<file path="config.mk">
export PLATFORM = sky130hd
export DESIGN_NAME = mem_access_stage
export DESIGN_NICKNAME = d
export VERILOG_FILES = /design/src/rtl/mem_access_stage.sv
export SDC_FILE = /design/constraint.sdc
export NUM_CORES = 1
export LEC_CHECK = 0
export ABC_AREA = 1
export CAP_MARGIN = 20
export CORE_MARGIN = 2
export CORE_UTILIZATION = 47
export DETAILED_ROUTE_END_ITERATION = 8
export GPL_TIMING_DRIVEN = 1
export PLACE_DENSITY = 0.81
export SETUP_SLACK_MARGIN = 0.02
export SLEW_MARGIN = 20
export SYNTH_ARGS = -nofsm -noshare
export SYNTH_HDL_FRONTEND = slang
export SYNTH_SLANG_ARGS = --single-unit
</file>
<file path="constraint.sdc">
create_clock -name i_clock -period 1.97 [get_ports i_clock]
set_input_delay 0.2955 -clock i_clock [delete_from_list [all_inputs] [get_ports i_clock]]
set_output_delay 0.2955 -clock i_clock [all_outputs]
set_load 0.1 [all_outputs]
</file>
<file path="src/rtl/mem_access_stage.sv">
// Memory stage: EX/MEM register, req/ack data-memory access with byte-lane filtering, MEM/WB register.
// Stalls upstream while an aligned access is outstanding; misaligned accesses retire as bubbles.
module mem_access_stage #(
  parameter int unsigned PROC_BITS      = 32,
  parameter int unsigned PC_BITS        = 32,
  parameter int unsigned REG_ADDRS_BITS = 5,
  parameter int unsigned DMEM_ADDR_BITS = 10
) (
  input  logic                      i_clock,
  input  logic                      i_reset,
  input  logic                      i_enable,
  input  logic [PROC_BITS-1:0]      i_alu_result,
  input  logic [PROC_BITS-1:0]      i_rt_data,
  input  logic [REG_ADDRS_BITS-1:0] i_rd,
  input  logic                      i_pc_to_reg,
  input  logic [PC_BITS-1:0]        i_pc_return,
  input  logic                      i_RegWrite,
  input  logic                      i_MemRead,
  input  logic                      i_MemWrite,
  input  logic                      i_MemtoReg,
  input  logic [2:0]                i_ls_filter_op,
  output logic                      o_dmem_req,
  output logic                      o_dmem_we,
  output logic [DMEM_ADDR_BITS-1:0] o_dmem_addr,
  output logic [31:0]               o_dmem_wdata,
  output logic [3:0]                o_dmem_wstrb,
  input  logic                      i_dmem_ack,
  input  logic [31:0]               i_dmem_rdata,
  output logic                      o_stall,
  output logic                      o_misaligned,
  output logic [PROC_BITS-1:0]      o_ex_mem_data,
  output logic [REG_ADDRS_BITS-1:0] o_ex_mem_rd,
  output logic                      o_ex_mem_RegWrite,
  output logic [PROC_BITS-1:0]      o_mem_wb_data,
  output logic [REG_ADDRS_BITS-1:0] o_mem_wb_rd,
  output logic                      o_mem_wb_RegWrite
);

  typedef enum logic [0:0] {StIdle, StWait} state_e;

  state_e state, state_next;

  logic [PROC_BITS-1:0]      em_alu, em_rt;
  logic [REG_ADDRS_BITS-1:0] em_rd;
  logic                      em_pc_to_reg;
  logic [PC_BITS-1:0]        em_pc_return;
  logic                      em_reg_write, em_mem_read, em_mem_write, em_mem_to_reg;
  logic [2:0]                em_ls_op;

  logic                      acc_done;
  logic                      mis_seen;
  logic [31:0]               cap_rdata;

  logic [PROC_BITS-1:0]      wb_data;
  logic [REG_ADDRS_BITS-1:0] wb_rd;
  logic                      wb_reg_write;

  logic                      is_byte, is_half, mem_op, misaligned, mis_op, access, advance;
  logic [1:0]                lane;
  logic [31:0]               store_data, rdata, load_val;
  logic [3:0]                store_strb;
  logic [7:0]                load_byte;
  logic [15:0]               load_half;
  logic [PROC_BITS-1:0]      ex_data;

  assign lane       = em_alu[1:0];
  assign is_byte    = (em_ls_op == 3'b000) || (em_ls_op == 3'b100);
  assign is_half    = (em_ls_op == 3'b001) || (em_ls_op == 3'b101);
  assign mem_op     = em_mem_read || em_mem_write;
  assign misaligned = is_half ? lane[0] : (!is_byte && (lane != 2'b00));
  assign mis_op     = mem_op && misaligned;
  // acc_done: the access completed while the pipeline was frozen; never re-issue it.
  assign access     = mem_op && !misaligned && !acc_done;
  assign advance    = i_enable && !o_stall;
  assign ex_data    = em_pc_to_reg ? PROC_BITS'(em_pc_return) : em_alu;

  always_comb begin
    store_data = em_rt[31:0];
    store_strb = 4'b1111;
    if (is_byte) begin
      store_data = {4{em_rt[7:0]}};
      store_strb = 4'b0001 << lane;
    end else if (is_half) begin
      store_data = {2{em_rt[15:0]}};
      store_strb = 4'b0011 << {lane[1], 1'b0};
    end
  end

  assign rdata     = acc_done ? cap_rdata : i_dmem_rdata;
  assign load_byte = rdata[{lane, 3'b000} +: 8];
  assign load_half = rdata[{lane[1], 4'b0000} +: 16];

  always_comb begin
    case (em_ls_op)
      3'b000:  load_val = {{24{load_byte[7]}}, load_byte};
      3'b001:  load_val = {{16{load_half[15]}}, load_half};
      3'b100:  load_val = {24'h000000, load_byte};
      3'b101:  load_val = {16'h0000, load_half};
      default: load_val = rdata;
    endcase
  end

  // FSM state register
  always_ff @(posedge i_clock) begin
    if (i_reset) state <= StIdle;
    else         state <= state_next;
  end

  // FSM next state
  always_comb begin
    state_next = state;
    case (state)
      StIdle:  if (access && !i_dmem_ack) state_next = StWait;
      StWait:  if (i_dmem_ack || !access) state_next = StIdle;
      default: state_next = StIdle;
    endcase
  end

  // FSM outputs: request is held in both states until ack
  always_comb begin
    o_dmem_req   = access;
    o_dmem_we    = access && em_mem_write;
    o_dmem_wstrb = (access && em_mem_write) ? store_strb : 4'b0000;
    o_dmem_wdata = store_data;
    o_dmem_addr  = em_alu[DMEM_ADDR_BITS+1:2];
    o_stall      = access && !i_dmem_ack;
    o_misaligned = mis_op && !mis_seen;
  end

  always_ff @(posedge i_clock) begin
    if (i_reset) begin
      em_alu        <= '0;
      em_rt         <= '0;
      em_rd         <= '0;
      em_pc_to_reg  <= 1'b0;
      em_pc_return  <= '0;
      em_reg_write  <= 1'b0;
      em_mem_read   <= 1'b0;
      em_mem_write  <= 1'b0;
      em_mem_to_reg <= 1'b0;
      em_ls_op      <= 3'b000;
      acc_done      <= 1'b0;
      mis_seen      <= 1'b0;
      cap_rdata     <= '0;
    end else if (advance) begin
      em_alu        <= i_alu_result;
      em_rt         <= i_rt_data;
      em_rd         <= i_rd;
      em_pc_to_reg  <= i_pc_to_reg;
      em_pc_return  <= i_pc_return;
      em_reg_write  <= i_RegWrite;
      em_mem_read   <= i_MemRead;
      em_mem_write  <= i_MemWrite;
      em_mem_to_reg <= i_MemtoReg;
      em_ls_op      <= i_ls_filter_op;
      acc_done      <= 1'b0;
      mis_seen      <= 1'b0;
    end else begin
      if (access && i_dmem_ack) begin
        acc_done  <= 1'b1;
        cap_rdata <= i_dmem_rdata;
      end
      if (mis_op && !i_enable) mis_seen <= 1'b1;
    end
  end

  always_ff @(posedge i_clock) begin
    if (i_reset) begin
      wb_data      <= '0;
      wb_rd        <= '0;
      wb_reg_write <= 1'b0;
    end else if (i_enable) begin
      if (o_stall || mis_op) begin
        wb_data      <= '0;
        wb_rd        <= '0;
        wb_reg_write <= 1'b0;
      end else begin
        wb_data      <= em_mem_to_reg ? PROC_BITS'(load_val) : ex_data;
        wb_rd        <= em_rd;
        wb_reg_write <= em_reg_write;
      end
    end
  end

  assign o_ex_mem_data     = ex_data;
  assign o_ex_mem_rd       = em_rd;
  assign o_ex_mem_RegWrite = em_reg_write;
  assign o_mem_wb_data     = wb_data;
  assign o_mem_wb_rd       = wb_rd;
  assign o_mem_wb_RegWrite = wb_reg_write;

endmodule

</file>
### Yosys cells after proc, flatten, opt, wreduce, memory -nomap -nowiden

Cells that the tools add are included.

* input bits: 145
* flip-flop bits (word level): 181
* output and inout port bits: 126

* equal/unequal tests: 3
* bitwise logic cells: 1
* shift-type cells: 4
* reduce and logical (&&, ||, !) cells: 25
* mux-type cells: 13

Operator list (count)
* 2-to-1 mux 32 bit: 6
* case mux 32 bit (4 select lines): 1
* variable part select 32 x 6 -> 16 bit: 1
* variable part select 32 x 6 -> 8 bit: 1
* 2-to-1 mux 4 bit: 3
* logical AND 1 bit: 10
* zero test 1 bit: 7
* == test 3 bit (second input constant): 2
* 2-to-1 mux 5 bit: 1
* logical OR 1 bit: 4
* left shift 1 x 2 -> 4 bit (first input constant): 1
* left shift 2 x 2 -> 4 bit (first input constant): 1
* == test 3 x 1 -> 1 bit (second input constant): 1
* zero test 3 bit: 1
* 2-to-1 mux 1 bit: 2
* AND reduction 2 bit: 1
* nonzero test 2 bit: 1
* OR reduction 2 bit: 1
* inverter 1 bit: 1

### Logic depth before layout (Yosys ltp)

Gate-level depths: netlist of run 1.

* word-level depth: 13
* mapped depth: 12
* gate-level depth less buffers: 9

### Least setup slack after synthesis of run 1

No wires, ideal clock.

* kind: register to output
* start: register acc_done
* end: output port o_dmem_wstrb[1]
* setup slack: -2.787 ns
* arrival time: 4.461 ns
* cell stages (with the launch flop): 8
* path through: dfxtp_1 buf_6 inv_4 buf_4 nand3_2 nor2_1 inv_1 a211oi_1

* longest elaborated chain between the ends: 4

RTL lines
* start: declaration: RTL line 50 `logic acc_done;`
* start signal: assignment: RTL line 142 `acc_done <= 1'b0;`
* start signal: assignment: RTL line 156 `acc_done <= 1'b0;`
* start signal: assignment: RTL line 160 `acc_done <= 1'b1;`
* zero test 1 bit: RTL line 73 `assign access = mem_op && !misaligned && !acc_done;`
* logical AND 1 bit: RTL line 73
* logical AND 1 bit
* net o_dmem_we: RTL line 23 `output logic o_dmem_we,`
* 2-to-1 mux 4 bit: RTL line 123 `o_dmem_wstrb = (access && em_mem_write) ? store_strb : 4'b0000;`
* end: declaration: RTL line 26 `output logic [3:0] o_dmem_wstrb,`

The timed path passes the listed nets, and every way through them passes these cells.

### Final worst setup path of run 1

* start: register em_ls_op[0]
* end: output port o_dmem_wstrb[1]

* longest elaborated chain between the ends: 10
* elaborated cells between the ends (all ways): 16

RTL lines
* start: declaration: RTL line 48 `logic [2:0] em_ls_op;`
* start signal: assignment: RTL line 155 `em_ls_op <= i_ls_filter_op;`
* == test 3 bit or zero test 3 bit (tied branches): RTL line 67 `assign is_byte = (em_ls_op == 3'b000) || (em_ls_op == 3'b100);`
* logical OR 1 bit: RTL line 67
* zero test 1 bit: RTL line 70 `assign misaligned = is_half ? lane[0] : (!is_byte && (lane != 2'b00));`
* logical AND 1 bit: RTL line 70
* 2-to-1 mux 1 bit: RTL line 70
* zero test 1 bit: RTL line 73
* logical AND 1 bit (2 in series): RTL line 73
* logical AND 1 bit: RTL line 123
* 2-to-1 mux 4 bit (*): RTL line 123

Every way passes the cells marked *; elsewhere a longest branch is shown, timed or not.

==> out/qor.log, run 1 <==
INFO  critical_path  slowest_stage_cell_cp=dfxtp_4
INFO  synth          post_synthesis_average_cell_area=6.48um^2
INFO  timing         setup-tns-final=-0.990ns
INFO  routing        totalWireLength=32300um
INFO  critical_path  critical_path_required=1.67ns
INFO  synth          ys_types=27
INFO  hold_path      hold_depth=3
INFO  placement      dp.cells=1757
INFO  placement      place_ws=0.0211ns
INFO  floorplan      fp.dieArea=0.0194mm^2
INFO  critical_path  crit_buf_inv=4
INFO  routing        initialDrtViolationCount=990
INFO  clock_network  clock-sinks=181
INFO  layout         final_core_utilization=74.4%
INFO  placement      place_area=0.0122mm^2
INFO  synth          syn-cell-area=0.00860mm^2
INFO  layout         design.final.nets=1721
INFO  layout         area_delta_synth_final=55.3%
INFO  synth          postSynthRegisterBits=181
INFO  pwr            totalPowerFinal=12.9mW
INFO  placement      gp_routability_congestion=0.958
INFO  layout         multi_input_area=0.00468mm^2
INFO  synth          synth_most_common_cell=nor2_1
INFO  synth          synth_top_cell_by_area=dfxtp_1
INFO  hold_path      min_path_type=input pin to flop
INFO  clock_network  cts.clk_slew.worst_paths=0.07ns
INFO  critical_path  ff_to_ff_start=em_alu[0]
INFO  placement      dp_hpwl=21800um
INFO  synth          yosysWarningCount=0
INFO  critical_path  crit_path_max_incr_delay=0.38ns
INFO  floorplan      boundaryPins=271
INFO  clock_network  clock_tree.root_cell=clkbuf_16
INFO  clock_network  cts_tree=yes
INFO  critical_path  cp_max_fo=5
INFO  timing         setup-violations-final=21
INFO  synth          leading_cell_types_by_count_after_synthesis=nor2_1, nand2_1, dfxtp_1, o21ai_0, a21oi_1
INFO  layout         stdcell_area=0.0134mm^2
INFO  layout         drive_above_1_share=21.3%
INFO  critical_path  path_delay_family=buffers and inverters
INFO  timing         max-slew-margin-rel=49.6%
INFO  global_route   antenna_found_initial=1
INFO  timing         slew_viol_final=0
INFO  timing         max_freq=475MHz
INFO  routing        postRouteAntennaNets=0
INFO  floorplan      die_width=139um
INFO  global_route   grt_first_pass_wirelength=48100um
INFO  synth          synthFlopType=dfxtp_1
INFO  critical_path  reg2reg_slack=0.02ns
INFO  layout         final.fill_count=1358
INFO  clock_network  cts_inserted_buffers=17
INFO  critical_path  critical_path.startpoint_type=flop
INFO  hold_path      min-delay-start=i_reset
INFO  timing         setup_ws_final=-0.137ns
INFO  timing         clock-skew-final=0.00744ns
INFO  floorplan      core_area=0.0180mm^2
INFO  routing        drt_first_pass_iters=5
INFO  clock_network  clock_latency_late_sink=0.44ns
INFO  placement      place.port_buffers=270
INFO  synth          async_reset_ff_share=0%
INFO  timing         rsz0062_at_grt=true
INFO  pwr            leakage=5.77nW
INFO  layout         area_taken_by_flip_flops_and_latches=0.00364mm^2
INFO  synth          netlist_instances=1327
INFO  synth          register_area_share_after_synthesis=42.1%
INFO  clock_network  cts_max_path_buffers=2
INFO  critical_path  critical_path.cell_chain=inv_2 -> nand2_4 -> clkinvlp_4 -> buf_4 -> a211oi_4 -> buf_12
INFO  global_route   grt_start_max_net_pins=61
INFO  global_route   number_of_global_route_vias_before_repair=8978
INFO  critical_path  timing_worst_setup_path_type=flop to output port
INFO  timing         hold_viol=0
INFO  timing         period_minus_ws_final=2.11ns
INFO  global_route   grtUsageTotal=31.1%
INFO  floorplan      std_cell_rows=49
INFO  floorplan      die_height=139um
INFO  routing        vias=9798
INFO  critical_path  timing.critical_path.to_type=output port
INFO  floorplan      initial_core_util=47.9%
INFO  timing         fin_hold_ws=0.429ns
INFO  synth          synth_enable_flop_cells=0
INFO  synth          post-synth-top-area-fraction=42.1%
INFO  timing         fin_crit_sh=107%
INFO  routing        vias_per_cell=5.39
INFO  synth          syn-num-nets=1472
INFO  routing        detailed_route_wire_length_per_cell=17.8um
INFO  pwr            power.ir.vdd_worst=0.654mV
INFO  clock_network  cts-htree-levels=4
INFO  global_route   globalRoute.totalOverflow=0
INFO  job            max_cap_viol_count=0
INFO  synth          synth.area.top_cells=dfxtp_1, nor2_1, nand2_1
INFO  clock_network  postCtsHoldBufs=0
INFO  layout         instances_no_fill=1819
INFO  outcome        violations=setup timing
INFO  pwr            power_density_normalized_to_cell_area=968mW/mm^2
INFO  outcome        status=finished, violations left
INFO  routing        drc_errors=0
INFO  critical_path  critPathArrivalTime=1.81ns
INFO  critical_path  crit-reg2reg-capture=em_alu[0]
INFO  critical_path  reg2regPathDepth=11
INFO  hold_path      holdPathEnd=o_mem_wb_rd[4]
INFO  timing         worst_slew_pin_slew=0.748ns
==> cells in the final DEF (no fill, tap or decap), drive strengths merged <==
cell / n
inv: 47
clkbuf: 22
nand4: 7
or2: 6
buf: 191
a211oi: 1
nand3: 68
nand2: 325
a21oi: 81
clkdlybuf4s50: 143
diode: 1
nor3: 2
clkinvlp: 3
and2: 2
dfxtp: 181
nor2: 336
clkinv: 4
bufinv: 2
o211ai: 1
o21ai: 167
==> layer usage <==
metal	vias to the layer above	wire (um)	track usage (%)
met5	-	0	0
met4	0	1450	12.8
met3	101	2760	7.33
met2	516	15100	50.7
met1	4469	13000	39.8
li1	4712	-	-
==> area by class of cell <==
cell class	count	area share, %
diodes	1	0.0187
clock buffers	19	3.39
clock inverters	13	1.18
inverters	42	1.38
multi-input cells	996	35.0
flip-flops and latches	181	27.2
well taps	229	2.14
repair buffers	337	29.6
repair inverters	1	0.0281
==> how the worst max path moves through the flow <==
stage,from,end,slack (ns),depth (start not counted)
detailed placement,em_ls_op[0],o_dmem_wdata[29],0.02,6
floorplan,em_ls_op[1],o_dmem_wstrb[1],-0.61,8
CTS,em_alu[1],o_dmem_wstrb[1],-0.06,8
global placement,em_ls_op[0],o_dmem_wdata[29],0.11,6
finish,em_ls_op[0],o_dmem_wstrb[1],-0.14,6
global route,em_alu[0],o_stall,-0.21,9
==> worst min-delay path, delay by kind of cell <==
family | cells | cell delay [ns]
compound gates | 1 | 0.16
buf+inv | 2 | 0.37
==> timing repair <==
action	4_1_cts	5_1_grt
setup endpoints to repair	28	48
resized for setup	32	55
cloned	2	3
pin swaps	6	9
setup buffers	15	9
==> report_power, final <==
group / internal (mW) / switching (mW) / total, mW / leakage (nW)
Sequential: 3.97 / 0.222 / 4.20 / 1.50
Clock: 1.98 / 1.59 / 3.58 / 0.299
Combinational: 1.71 / 3.45 / 5.16 / 3.97
==> kinds of logic (layout without fill, tap and decap cells) <==
group	after synthesis	after routing	share of synthesized area (%)
compound gates	250	250	14.6
buf+inv	150	412	8.97
flops	181	181	42.1
other cells	0	1	0
simple gates	746	746	34.3
Note: power is estimated with default switching activity, not from simulation.
==> run 2: changes to the inputs <==
--- a/config.mk
+++ b/config.mk
@@ -5,13 +5,13 @@
 export SDC_FILE = /design/constraint.sdc
 export NUM_CORES = 1
 export LEC_CHECK = 0
-export ABC_AREA = 1
+export ABC_CLOCK_PERIOD_IN_PS = 1970
 export CAP_MARGIN = 20
 export CORE_MARGIN = 2
 export CORE_UTILIZATION = 47
 export DETAILED_ROUTE_END_ITERATION = 8
 export GPL_TIMING_DRIVEN = 1
-export PLACE_DENSITY = 0.81
+export PLACE_DENSITY = 0.8
 export SETUP_SLACK_MARGIN = 0.02
 export SLEW_MARGIN = 20
 export SYNTH_ARGS = -nofsm -noshare
==> out/qor.log, run 2 <==
INFO  synth          syn-cell-area=0.00878mm^2 [+2.1%]
INFO  hold_path      holdPathEnd=em_rt[13]
INFO  synth          ys_types=45 [+67%]
INFO  routing        postRouteAntennaNets=0 [unchanged]
INFO  critical_path  critical_path_required=1.67ns [about the same]
INFO  pwr            leakage=5.56nW [-3.7%]
INFO  critical_path  timing.critical_path.to_type=output port
INFO  synth          yosysWarningCount=0 [unchanged]
INFO  critical_path  slowest_stage_cell_cp=nor4_4
INFO  global_route   grt_start_max_net_pins=136 [+120%]
INFO  placement      dp_hpwl=22000um [+1.2%]
INFO  routing        initialDrtViolationCount=783 [-21%]
INFO  placement      gp_routability_congestion=0.905 [-5.5%]
INFO  critical_path  ff_to_ff_start=acc_done
INFO  synth          synthFlopType=dfxtp_1
INFO  clock_network  cts-htree-levels=4 [unchanged]
INFO  timing         rsz0062_at_grt=true
INFO  routing        drt_first_pass_iters=5 [unchanged]
INFO  clock_network  cts_max_path_buffers=2 [unchanged]
INFO  hold_path      hold_depth=2 [-1]
INFO  synth          combinational_family_with_the_most_area_after_synthesis=simple AND/OR/NAND/NOR gates
INFO  pwr            totalPowerFinal=11.3mW [-13%]
INFO  timing         worst_slew_pin_slew=0.625ns [-0.122 ns]
INFO  floorplan      fp.dieArea=0.0198mm^2 [+2.0%]
INFO  pwr            power_density_normalized_to_cell_area=781mW/mm^2 [-19%]
INFO  synth          synth_most_common_cell=nand2_1
INFO  critical_path  critical_path.startpoint_type=flop
INFO  critical_path  reg2reg_slack=-0.06ns [-0.08 ns]
INFO  routing        drc_errors=0 [unchanged]
INFO  routing        detailed_route_wire_length_per_cell=21.0um [+18%]
INFO  timing         clock-skew-final=0.0101ns [+0.00267 ns]
INFO  pwr            power.ir.vdd_worst=0.660mV [+0.93%]
INFO  layout         stdcell_area=0.0145mm^2 [+8.2%]
INFO  layout         drive_above_1_share=32.7% [+11 points]
INFO  synth          synth.area.top_cells=dfxtp_1, nand2_1, mux2_2
INFO  layout         area_delta_synth_final=64.6%
INFO  critical_path  critPathArrivalTime=1.84ns [+0.03 ns]
INFO  floorplan      std_cell_rows=49 [unchanged]
INFO  synth          async_reset_ff_share=0% [unchanged]
INFO  placement      place_ws=-0.276ns [-0.297 ns]
INFO  global_route   grtUsageTotal=31.0% [-0.13 points]
INFO  global_route   globalRoute.totalOverflow=0 [unchanged]
INFO  critical_path  crit-reg2reg-capture=o_mem_wb_data[30]
INFO  clock_network  clock_tree.root_cell=clkbuf_16
INFO  clock_network  clock-sinks=181 [unchanged]
INFO  placement      place_area=0.0127mm^2 [+4.1%]
INFO  job            max_cap_viol_count=0 [unchanged]
INFO  timing         fin_crit_sh=108% [+1.3 points]
INFO  floorplan      initial_core_util=48.4% [+0.50 points]
INFO  floorplan      core_area=0.0181mm^2 [+1.0%]
INFO  timing         max_freq=469MHz [-1.2%]
INFO  synth          synth.mux.area_fraction=14.8% [+15 points]
INFO  global_route   antenna_found_initial=1 [unchanged]
INFO  routing        totalWireLength=34100um [+5.5%]
INFO  layout         multi_input_area=0.00530mm^2 [+13%]
INFO  critical_path  reg2regPathDepth=7 [-4]
INFO  layout         design.final.nets=1526 [-11%]
INFO  hold_path      min-delay-start=i_reset
INFO  pwr            power.switching_fraction=37.4% [-3.3 points]
INFO  timing         slew_viol_final=0 [unchanged]
INFO  synth          synth_fa_ha_area_share=0% [unchanged]
INFO  synth          synth_enable_flop_cells=0 [unchanged]
INFO  critical_path  timing_worst_setup_path_type=flop to output port
INFO  floorplan      die_width=141um [+1.0%]
INFO  outcome        status=finished, violations left
INFO  synth          synth_compound_gate_area_share=17.8% [+3.2 points]
INFO  timing         period_minus_ws_final=2.13ns [+0.0257 ns]
INFO  layout         final.fill_count=1095 [-19%]
INFO  layout         area_taken_by_flip_flops_and_latches=0.00364mm^2 [+0.10%]
INFO  pwr            switchingPower=4.22mW [-20%]
INFO  clock_network  cts_inserted_buffers=17 [unchanged]
INFO  layout         antenna_cells=0 [-1]
INFO  timing         setup_ws_final=-0.162ns [-0.0257 ns]
INFO  critical_path  cp_max_fo=5 [unchanged]
INFO  timing         hold_viol=0 [unchanged]
INFO  routing        vias=9549 [-2.5%]
INFO  synth          register_area_share_after_synthesis=41.3% [-0.86 points]
INFO  layout         most-common-layout-cells=nand2_1, dfxtp_1, clkdlybuf4s50_1
INFO  floorplan      die_height=141um [+1.0%]
INFO  critical_path  crit_buf_inv=3 [-1]
INFO  timing         setup-violations-final=38 [+81%]
INFO  routing        vias_per_cell=5.88 [+9.2%]
INFO  timing         max-slew-margin-rel=58.3% [+8.7 points]
INFO  floorplan      boundaryPins=271 [unchanged]
INFO  synth          yosys.area_share.simple=18.6% [-16 points]
INFO  critical_path  critical_path.most_common_cell=buf_6
INFO  pwr            power_frac_comb=34.4% [-5.5 points]
INFO  pwr            power.share.sequential=35.6% [+3.2 points]
INFO  timing         fin_hold_ws=0.238ns [-0.192 ns]
INFO  layout         layout_commonest_cell=nand2_1
INFO  critical_path  crit_path_max_incr_delay=0.37ns [about the same]
INFO  layout         final_core_utilization=79.7% [+5.3 points]
INFO  synth          postSynthRegisterBits=181 [unchanged]
INFO  clock_network  clock_latency_late_sink=0.44ns [about the same]
INFO  outcome        violations=setup timing
INFO  synth          synth_top_cell_by_area=dfxtp_1
INFO  placement      place.port_buffers=270 [unchanged]
INFO  critical_path  path_delay_family=buffers and inverters
INFO  clock_network  cts.clk_slew.worst_paths=0.07ns [about the same]
INFO  synth          post_synth_xor_xnor_area=0.0997% [+0.10 points]
INFO  synth          syn-num-nets=1220 [-17%]
INFO  global_route   number_of_global_route_vias_before_repair=9123 [+1.6%]
INFO  synth          post_synthesis_average_cell_area=8.17um^2 [+26%]
INFO  critical_path  critical_path.cell_chain=buf_6 -> o21bai_4 -> buf_6 -> nor4_4 -> buf_12
INFO  global_route   grt_first_pass_wirelength=48400um [+0.53%]
INFO  critical_path  critical_path_cell_count=5 [-1]
INFO  pwr            power.clock.fraction=30.0% [+2.4 points]
INFO  clock_network  cts_tree=yes
INFO  synth          leading_cell_types_by_count_after_synthesis=nand2_1, dfxtp_1, a21oi_1, mux2_2, clkbuf_1
INFO  synth          netlist_instances=1075 [-19%]
INFO  hold_path      min_path_type=input pin to flop
INFO  pwr            internal-power=7.07mW [-7.7%]
INFO  synth          post-synth-top-area-fraction=41.3% [-0.86 points]
-- run 2: changes by cell type in the layout (fill, tap and decap cells not counted), sizes merged, moves of 13 or more --
cell | previous run | this run
a21oi | 81 | 144
a22o | 0 | 18
buf | 191 | 248
inv | 47 | 25
mux2 | 0 | 74
mux2i | 0 | 17
mux4 | 0 | 13
nand3 | 68 | 3
nor2 | 336 | 38
nor3 | 2 | 22
o21ai | 167 | 14
o311ai | 0 | 15
-- run 2: how the worst max path moves through the flow --
stage                             end             start
finish                        o_stall          acc_done
global route                  o_stall          acc_done
CTS                           o_stall       em_ls_op[0]
detailed placement  o_mem_wb_data[18]  i_dmem_rdata[31]
global placement    o_mem_wb_data[23]  i_dmem_rdata[31]
floorplan                    mis_seen       em_ls_op[1]
-- run 2: cells by family (layout without fill, tap and decap cells) --
family | count (synthesis) | count (layout)
simple gates | 412 | 412
compound gates | 249 | 249
mux | 104 | 104
flops | 181 | 181
buf+inv | 128 | 447
xor+xnor | 1 | 1
-- run 2: stage by stage --
| step | setup TNS [ns] | instances |
|---|---|---|
| after global routing | -3.98 | 1623 |
| final | -2.44 | 1623 |
| after global placement | -6.87 | 1546 |
| after CTS | -1.55 | 1600 |
| after floorplan | -0.586 | 1075 |
| after detailed placement | -9.17 | 1546 |
-- run 2: final cells by class --
cell class / instances / share of cell area [%]
Multi-Input combinational cell: 766 / 36.7
Timing Repair Buffer: 396 / 31.7
Sequential cell: 181 / 25.2
Clock buffer: 19 / 3.06
Tap cell: 229 / 1.98
Clock inverter: 13 / 0.900
Inverter: 19 / 0.528
-- run 2: repair_timing --
action,4_1_cts,5_1_grt
buffers inserted,21,17
pin swaps,8,38
resized for setup,56,113
endpoints found under the setup margin,61,153
hold buffers,0,0
hold endpoints to repair,0,0
cloned,2,6
-- run 2: power groups by stage --
stage	combinational [mW]	clock, mW	sequential, mW
5_1_grt	4.02	3.56	4.04
2_1_floorplan	1.88	0	4.39
3_3_place_gp	3.45	0	4.07
6_report	3.89	3.38	4.02
3_5_place_dp	3.48	0	4.08
4_1_cts	3.60	3.37	4.00
-- run 2: per-layer routing --
| layer | up-vias | share of wire, % | track usage (%) |
|---|---|---|---|
| met2 | 507 | 49 | 52.5 |
| met3 | 117 | 8.6 | 9.04 |
| met1 | 4625 | 37 | 35.6 |
| met5 | - | 0.038 | 0 |
| li1 | 4298 | - | - |
| met4 | 2 | 5.1 | 16.0 |
